### src/rtl/mult_acc_seq.sv
`default_nettype none
// ============================================================================
// Module      : mult_acc_seq
// Description : Sequential unsigned multiplier with an optional accumulator.
//               Each operand is split into base-4 digits. One 2x2 digit
//               product is shifted into place and added to a partial sum on
//               every CALC cycle, so a full product takes (WIDTH/2)^2 cycles.
//               On completion the product is published and, in accumulate
//               mode, added into a wrapping accumulator with a sticky carry
//               flag.
// Ports       : clk, rst        - clock, synchronous active-high reset
//               start_i         - begin an operation (sampled in IDLE only)
//               mode_i          - 0: multiply, 1: multiply and accumulate
//               clr_i           - clear acc_o/ovf_o (honoured in IDLE only)
//               a_i, b_i        - unsigned operands, latched with start_i
//               busy_o          - high in CALC and DONE
//               done_o          - one-cycle pulse when results update
//               product_o       - last completed product
//               acc_o, ovf_o    - running accumulator and sticky carry flag
// Revision    : 1.0 - initial release
// ============================================================================
module mult_acc_seq #(
    parameter int WIDTH = 8,
    parameter int ACC_W = 20
) (
    input  logic                 clk,
    input  logic                 rst,
    input  logic                 start_i,
    input  logic                 mode_i,
    input  logic                 clr_i,
    input  logic [WIDTH-1:0]     a_i,
    input  logic [WIDTH-1:0]     b_i,
    output logic                 busy_o,
    output logic                 done_o,
    output logic [2*WIDTH-1:0]   product_o,
    output logic [ACC_W-1:0]     acc_o,
    output logic                 ovf_o
);

    localparam int c_N     = WIDTH / 2;
    // A single-digit operand still needs a 1-bit index register.
    localparam int c_IDX_W = (c_N > 1) ? $clog2(c_N) : 1;
    localparam logic [c_IDX_W-1:0] c_LAST = c_IDX_W'(c_N - 1);
    localparam logic [c_IDX_W-1:0] c_ONE  = c_IDX_W'(1);

    typedef enum logic [1:0] {
        S_IDLE = 2'd0,
        S_CALC = 2'd1,
        S_DONE = 2'd2
    } state_t;

    state_t               state_q, state_d;
    logic [WIDTH-1:0]     a_q, a_d;
    logic [WIDTH-1:0]     b_q, b_d;
    logic                 mode_q, mode_d;
    logic [2*WIDTH-1:0]   psum_q, psum_d;
    logic [c_IDX_W-1:0]   i_q, i_d;
    logic [c_IDX_W-1:0]   j_q, j_d;
    logic [2*WIDTH-1:0]   product_q, product_d;
    logic [ACC_W-1:0]     acc_q, acc_d;
    logic                 ovf_q, ovf_d;

    // Datapath for the current digit pair.
    logic [1:0]           w_a_dig;
    logic [1:0]           w_b_dig;
    logic [3:0]           w_dp;
    logic [c_IDX_W:0]     w_shift;
    logic [2*WIDTH-1:0]   w_pp;
    logic [2*WIDTH-1:0]   w_psum_next;
    logic [ACC_W:0]       w_acc_sum;
    logic                 w_last;

    assign w_a_dig     = a_q[{i_q, 1'b0} +: 2];
    assign w_b_dig     = b_q[{j_q, 1'b0} +: 2];
    assign w_dp        = {2'b00, w_a_dig} * {2'b00, w_b_dig};
    assign w_shift     = {1'b0, i_q} + {1'b0, j_q};
    // Digit weight is 4^(i+j), i.e. a left shift of 2*(i+j).
    assign w_pp        = (2*WIDTH)'(w_dp) << {w_shift, 1'b0};
    // Sum of all digit products equals a*b, which fits 2*WIDTH bits exactly.
    assign w_psum_next = psum_q + w_pp;
    // Extra top bit captures the accumulator carry-out.
    assign w_acc_sum   = {1'b0, acc_q} + (ACC_W+1)'(w_psum_next);
    assign w_last      = (i_q == c_LAST) && (j_q == c_LAST);

    always_comb begin
        state_d   = state_q;
        a_d       = a_q;
        b_d       = b_q;
        mode_d    = mode_q;
        psum_d    = psum_q;
        i_d       = i_q;
        j_d       = j_q;
        product_d = product_q;
        acc_d     = acc_q;
        ovf_d     = ovf_q;

        case (state_q)
            S_IDLE: begin
                if (clr_i) begin
                    acc_d = '0;
                    ovf_d = 1'b0;
                end
                if (start_i) begin
                    a_d     = a_i;
                    b_d     = b_i;
                    mode_d  = mode_i;
                    psum_d  = '0;
                    i_d     = '0;
                    j_d     = '0;
                    state_d = S_CALC;
                end
            end
            S_CALC: begin
                psum_d = w_psum_next;
                if (j_q == c_LAST) begin
                    j_d = '0;
                    i_d = (i_q == c_LAST) ? '0 : i_q + c_ONE;
                end else begin
                    j_d = j_q + c_ONE;
                end
                // Results are published on the same edge that adds the final
                // digit product, so they are visible during the DONE cycle.
                if (w_last) begin
                    state_d   = S_DONE;
                    product_d = w_psum_next;
                    if (mode_q) begin
                        acc_d = w_acc_sum[ACC_W-1:0];
                        ovf_d = ovf_q | w_acc_sum[ACC_W];
                    end
                end
            end
            S_DONE: begin
                state_d = S_IDLE;
            end
            default: begin
                state_d = S_IDLE;
            end
        endcase
    end

    always_ff @(posedge clk) begin
        if (rst) begin
            state_q   <= S_IDLE;
            a_q       <= '0;
            b_q       <= '0;
            mode_q    <= 1'b0;
            psum_q    <= '0;
            i_q       <= '0;
            j_q       <= '0;
            product_q <= '0;
            acc_q     <= '0;
            ovf_q     <= 1'b0;
        end else begin
            state_q   <= state_d;
            a_q       <= a_d;
            b_q       <= b_d;
            mode_q    <= mode_d;
            psum_q    <= psum_d;
            i_q       <= i_d;
            j_q       <= j_d;
            product_q <= product_d;
            acc_q     <= acc_d;
            ovf_q     <= ovf_d;
        end
    end

    assign busy_o    = (state_q != S_IDLE);
    assign done_o    = (state_q == S_DONE);
    assign product_o = product_q;
    assign acc_o     = acc_q;
    assign ovf_o     = ovf_q;

endmodule
`default_nettype wire

### config.mk
export PLATFORM = sky130hd
export DESIGN_NAME = mult_acc_seq
export DESIGN_NICKNAME = d
export VERILOG_FILES = /design/src/rtl/mult_acc_seq.sv
export SDC_FILE = /design/constraint.sdc
export NUM_CORES = 1
export LEC_CHECK = 0
export CAP_MARGIN = 40
export CELL_PAD_IN_SITES_DETAIL_PLACEMENT = 1
export CELL_PAD_IN_SITES_GLOBAL_PLACEMENT = 1
export CORE_ASPECT_RATIO = 0.5
export CORE_MARGIN = 2
export CORE_UTILIZATION = 45
export CTS_CLUSTER_DIAMETER = 60
export CTS_CLUSTER_SIZE = 20
export DETAILED_ROUTE_END_ITERATION = 8
export HOLD_SLACK_MARGIN = 0.1
export PLACE_DENSITY_LB_ADDON = 0.1
export SYNTH_ARGS = -nofsm -noshare
export SYNTH_HDL_FRONTEND = slang
export SYNTH_SLANG_ARGS = --single-unit
### constraint.sdc
create_clock -name clk -period 12.4 [get_ports clk]
set_clock_uncertainty 0.05 [all_clocks]
set_input_delay 1.24 -clock clk [delete_from_list [all_inputs] [get_ports clk]]
set_output_delay 1.24 -clock clk [all_outputs]
set_load 0.03 [all_outputs]
==> qor.yml <==
global_route:
  grt_max_degree: 60
  grt_pass1_wl_microns: 24800
  grt_overflow: 0
  grt_pass1_vias: 4847
  grt_usage_pct: 26.8
  antenna_found_initial: 0
logic_synthesis:
  seq_area_frac_synth_pct: 31.0
  synth_area_per_cell_sq_um: 7.90
  yosysWarnings: 0
  async_flop_share_pct: 0
  ys_types: 58
  netlist_instances: 621
  synthesis.nets: 683
  synth-seq-cells: 76
  synth.cell_area_sq_mm: 0.00491
  synth_edf_count: 0
  ys.flop_type: "dfxtp_1"
timing:
  finalCriticalPeriod_ns: 5.94
  maxSlewViolCount: 0
  hold_viol_final: 0
  fmax_mhz: 168
  grt_setup_unrepaired: "false"
  finalSetupViolCount: 0
  finalSetupTns_ns: 0
  maxSlewHeadroom_pct: 39.6
  timing.final.crit_share_pct: 47.9
  tightest_slew_ns: 0.903
  fin_ws_ns: 6.46
setup_path:
  worst_ep_arrival_time_ns: 6.13
  critPathLaunchType: "flip-flop"
  cp_common_cell: "ha_1"
  cp_cell_sequence: "mux4_2 -> and2_1 -> ha_1 -> ha_1 -> nor2b_1 -> a31oi_1 -> nor3_1 -> ha_1 -> nor2b_1 -> o21ai_1 -> a21oi_1 -> or4_1 -> and3_1 -> ha_1 -> nand4_1 -> nor3_1 -> o21ai_0 -> a31oi_1 -> a21oi_1 -> a31o_2"
  rr_startpoint: "i_q[0]"
  setup.worst_path.class: "reg2reg"
  end_kind: "flip-flop"
  critPathLaunch: "i_q[0]"
  critPathMaxStageDelay_ns: 0.56
  cp_slowest_cell: "mux4_2"
  crit_fanout: 11
  reg2reg_depth: 20
  worstPathRequired_ns: 12.59
worst_hold_path:
  min_path_type: "reg2reg"
  min_from: "product_o[0]"
  hold_path_depth: 2
route:
  drt_iter0_markers: 347
  ant_nets: 0
  vias: 4914
  first_pass_iters: 5
  drt_wl_total_microns: 15500
  viasPerCell: 6.09
  remaining_drc_errors: 0
  wire_per_inst_microns: 19.2
floorplan:
  io_pins: 60
  rows: 26
  die_w_microns: 152
  die_area_sq_mm: 0.0118
  fp.dieH_microns: 77.8
  start_util_pct: 47.1
  coreArea_sq_mm: 0.0104
place:
  place_congestion: 0.837
  dp_slack_ns: 6.63
  portBuffers: 59
  dp_hpwl_microns: 11400
  placed_area_sq_mm: 0.00558
pwr:
  p_leak_nw: 2.37
  p_per_area_mw_per_mm2: 102
  vdd_drop_max_mv: 0.0585
clocking:
  clockBufferDepth: 2
  cts-buffers-inserted: 9
  cts_setup_buffers: 0
  clkTransAtPathRegs_ns: 0.06
  hold_buffers: 0
  cts_max_level: 3
  cts_root_buf: "clkbuf_16"
  cts_num_sinks: 76
  cts_tree: "built"
  cts_resized: 0
  clk_latency_ns: 0.34
run_status:
  status: "completed"
cells_and_area:
  nNetsFinal: 724
  fillers: 1295
  syn2layout_area_growth_pct: 20.7
  fin_area_sq_mm: 0.00592
  antennaDiodeCount: 0
  drive_gt1_share_pct: 5.10
flow_run:
  maxCapViolCount: 0
[sequential cells by signal, indices dropped and copies added (netlist names)]
| name | count |
|---|---|
| state_q | 2 |
| i_q | 2 |
| j_q | 2 |
| product_o | 16 |
| b_q | 8 |
| mode_q | 1 |
| ovf_o | 1 |
| acc_o | 20 |
| psum_q | 16 |
| a_q | 8 |
[cell usage in the layout, fill, tap and decap left out, types with 5 or more instances in the layout]
cell             instances
a2111o_1                 6
xnor2_1                 14
and2_1                  11
clkdlybuf4s50_1         58
nor2_1                  43
and3_1                   9
a31oi_1                  8
a21o_1                  18
nor3_1                  11
o311ai_0                 5
dfxtp_1                 76
a21oi_1                 65
buf_4                    5
clkbuf_16                9
nand3_1                 37
nand2_1                 93
inv_1                   12
ha_1                    38
or3_1                    7
nand4_1                 13
nor2b_1                 10
a211o_1                  5
o21ai_0                 20
o21a_1                   7
nand2b_1                 8
a211oi_1                 5
[synth_stat cells (3+ instances only)]
cell type	n	area share [%]
a211oi_1	5	0.77
clkbuf_1	27	2.1
nor2b_1	10	1.3
buf_1	3	0.23
and3_1	9	1.1
o311ai_0	5	0.89
nand3b_1	3	0.46
buf_2	4	0.41
a22oi_1	3	0.46
o21a_1	7	1.1
o21ai_0	20	2.0
a21o_1	18	2.8
fa_1	3	1.2
nand3_1	37	3.8
or3_1	7	0.89
and2_1	11	1.4
nor2_1	43	3.3
or4_1	3	0.46
mux4_2	4	1.8
dfxtp_1	76	31
and4_1	3	0.54
nand2_1	93	7.1
a311oi_1	4	0.71
a32oi_1	4	0.71
a21oi_1	65	6.6
a31oi_1	8	1.0
a2111o_1	6	1.4
nand2b_1	8	1.0
o31ai_1	4	0.61
inv_1	12	0.92
nand4_1	13	1.7
nor4_1	3	0.38
ha_1	38	9.7
xnor2_1	14	2.5
nor3_1	11	1.1
a211o_1	5	0.89
o21ai_1	3	0.31
[stage by stage]
stage,power (mW),std cells,hold WS (ns),utilization (%)
3_5_place_dp,0.299,791,0.402,53.6
5_1_grt,0.620,807,0.428,56.9
4_1_cts,0.604,807,0.411,56.9
3_3_place_gp,0.297,789,0.394,53.4
2_1_floorplan,0.281,621,0.383,-
6_report,0.601,807,0.408,56.9
[worst max-delay path, delay by kind of cell (launching register included)]
family	cells	cell delay [ns]
AO/OA/AOI/OAI	7	1.59
adder cells (fa/ha/maj)	4	1.34
flip-flops	1	0.45
multiplexers	1	0.56
AND/OR/NAND/NOR	8	1.83
[final cells by class]
cell class / instances / area, sq um / area share, %
well taps: 140 / 175 / 2.96
clock buffers: 10 / 229 / 3.87
repair buffers: 65 / 638 / 10.8
flip-flops and latches: 76 / 1520 / 25.7
clock inverters: 6 / 113 / 1.90
multi-input cells: 498 / 3200 / 54.0
inverters: 12 / 45.0 / 0.761
[routing by layer]
layer | wire length [microns] | vias up | GRT usage, % | part of all wire (%)
met5 | 0 | - | 0 | 0
met4 | 203 | 0 | 6.67 | 1.3
met3 | 764 | 18 | 4.47 | 4.9
met2 | 7150 | 132 | 44.7 | 46
met1 | 7410 | 2405 | 36.2 | 48
li1 | - | 2359 | - | -
[power breakdown]
part / switching, mW / internal, mW
logic: 0.0277 / 0.0152
clock network: 0.109 / 0.197
registers: 0.00327 / 0.248
[kinds of logic after synthesis]
kind of cell / synth area share (%)
compound gates: 24.2
flops: 31.0
xor+xnor: 2.86
buf+inv: 3.77
fa+ha+maj: 10.9
simple gates: 25.0
mux: 2.27
[path summary, 6_finish.rpt]
| check | slack (ns) | end |
|---|---|---|
| max | 6.46 | acc_o[18] |
| min | 0.41 | product_o[0] |
| max reg2reg | 6.46 | acc_o[18] |
| min reg2reg | 0.41 | product_o[0] |
No activity file was read; power rests on OpenSTA's default activity.
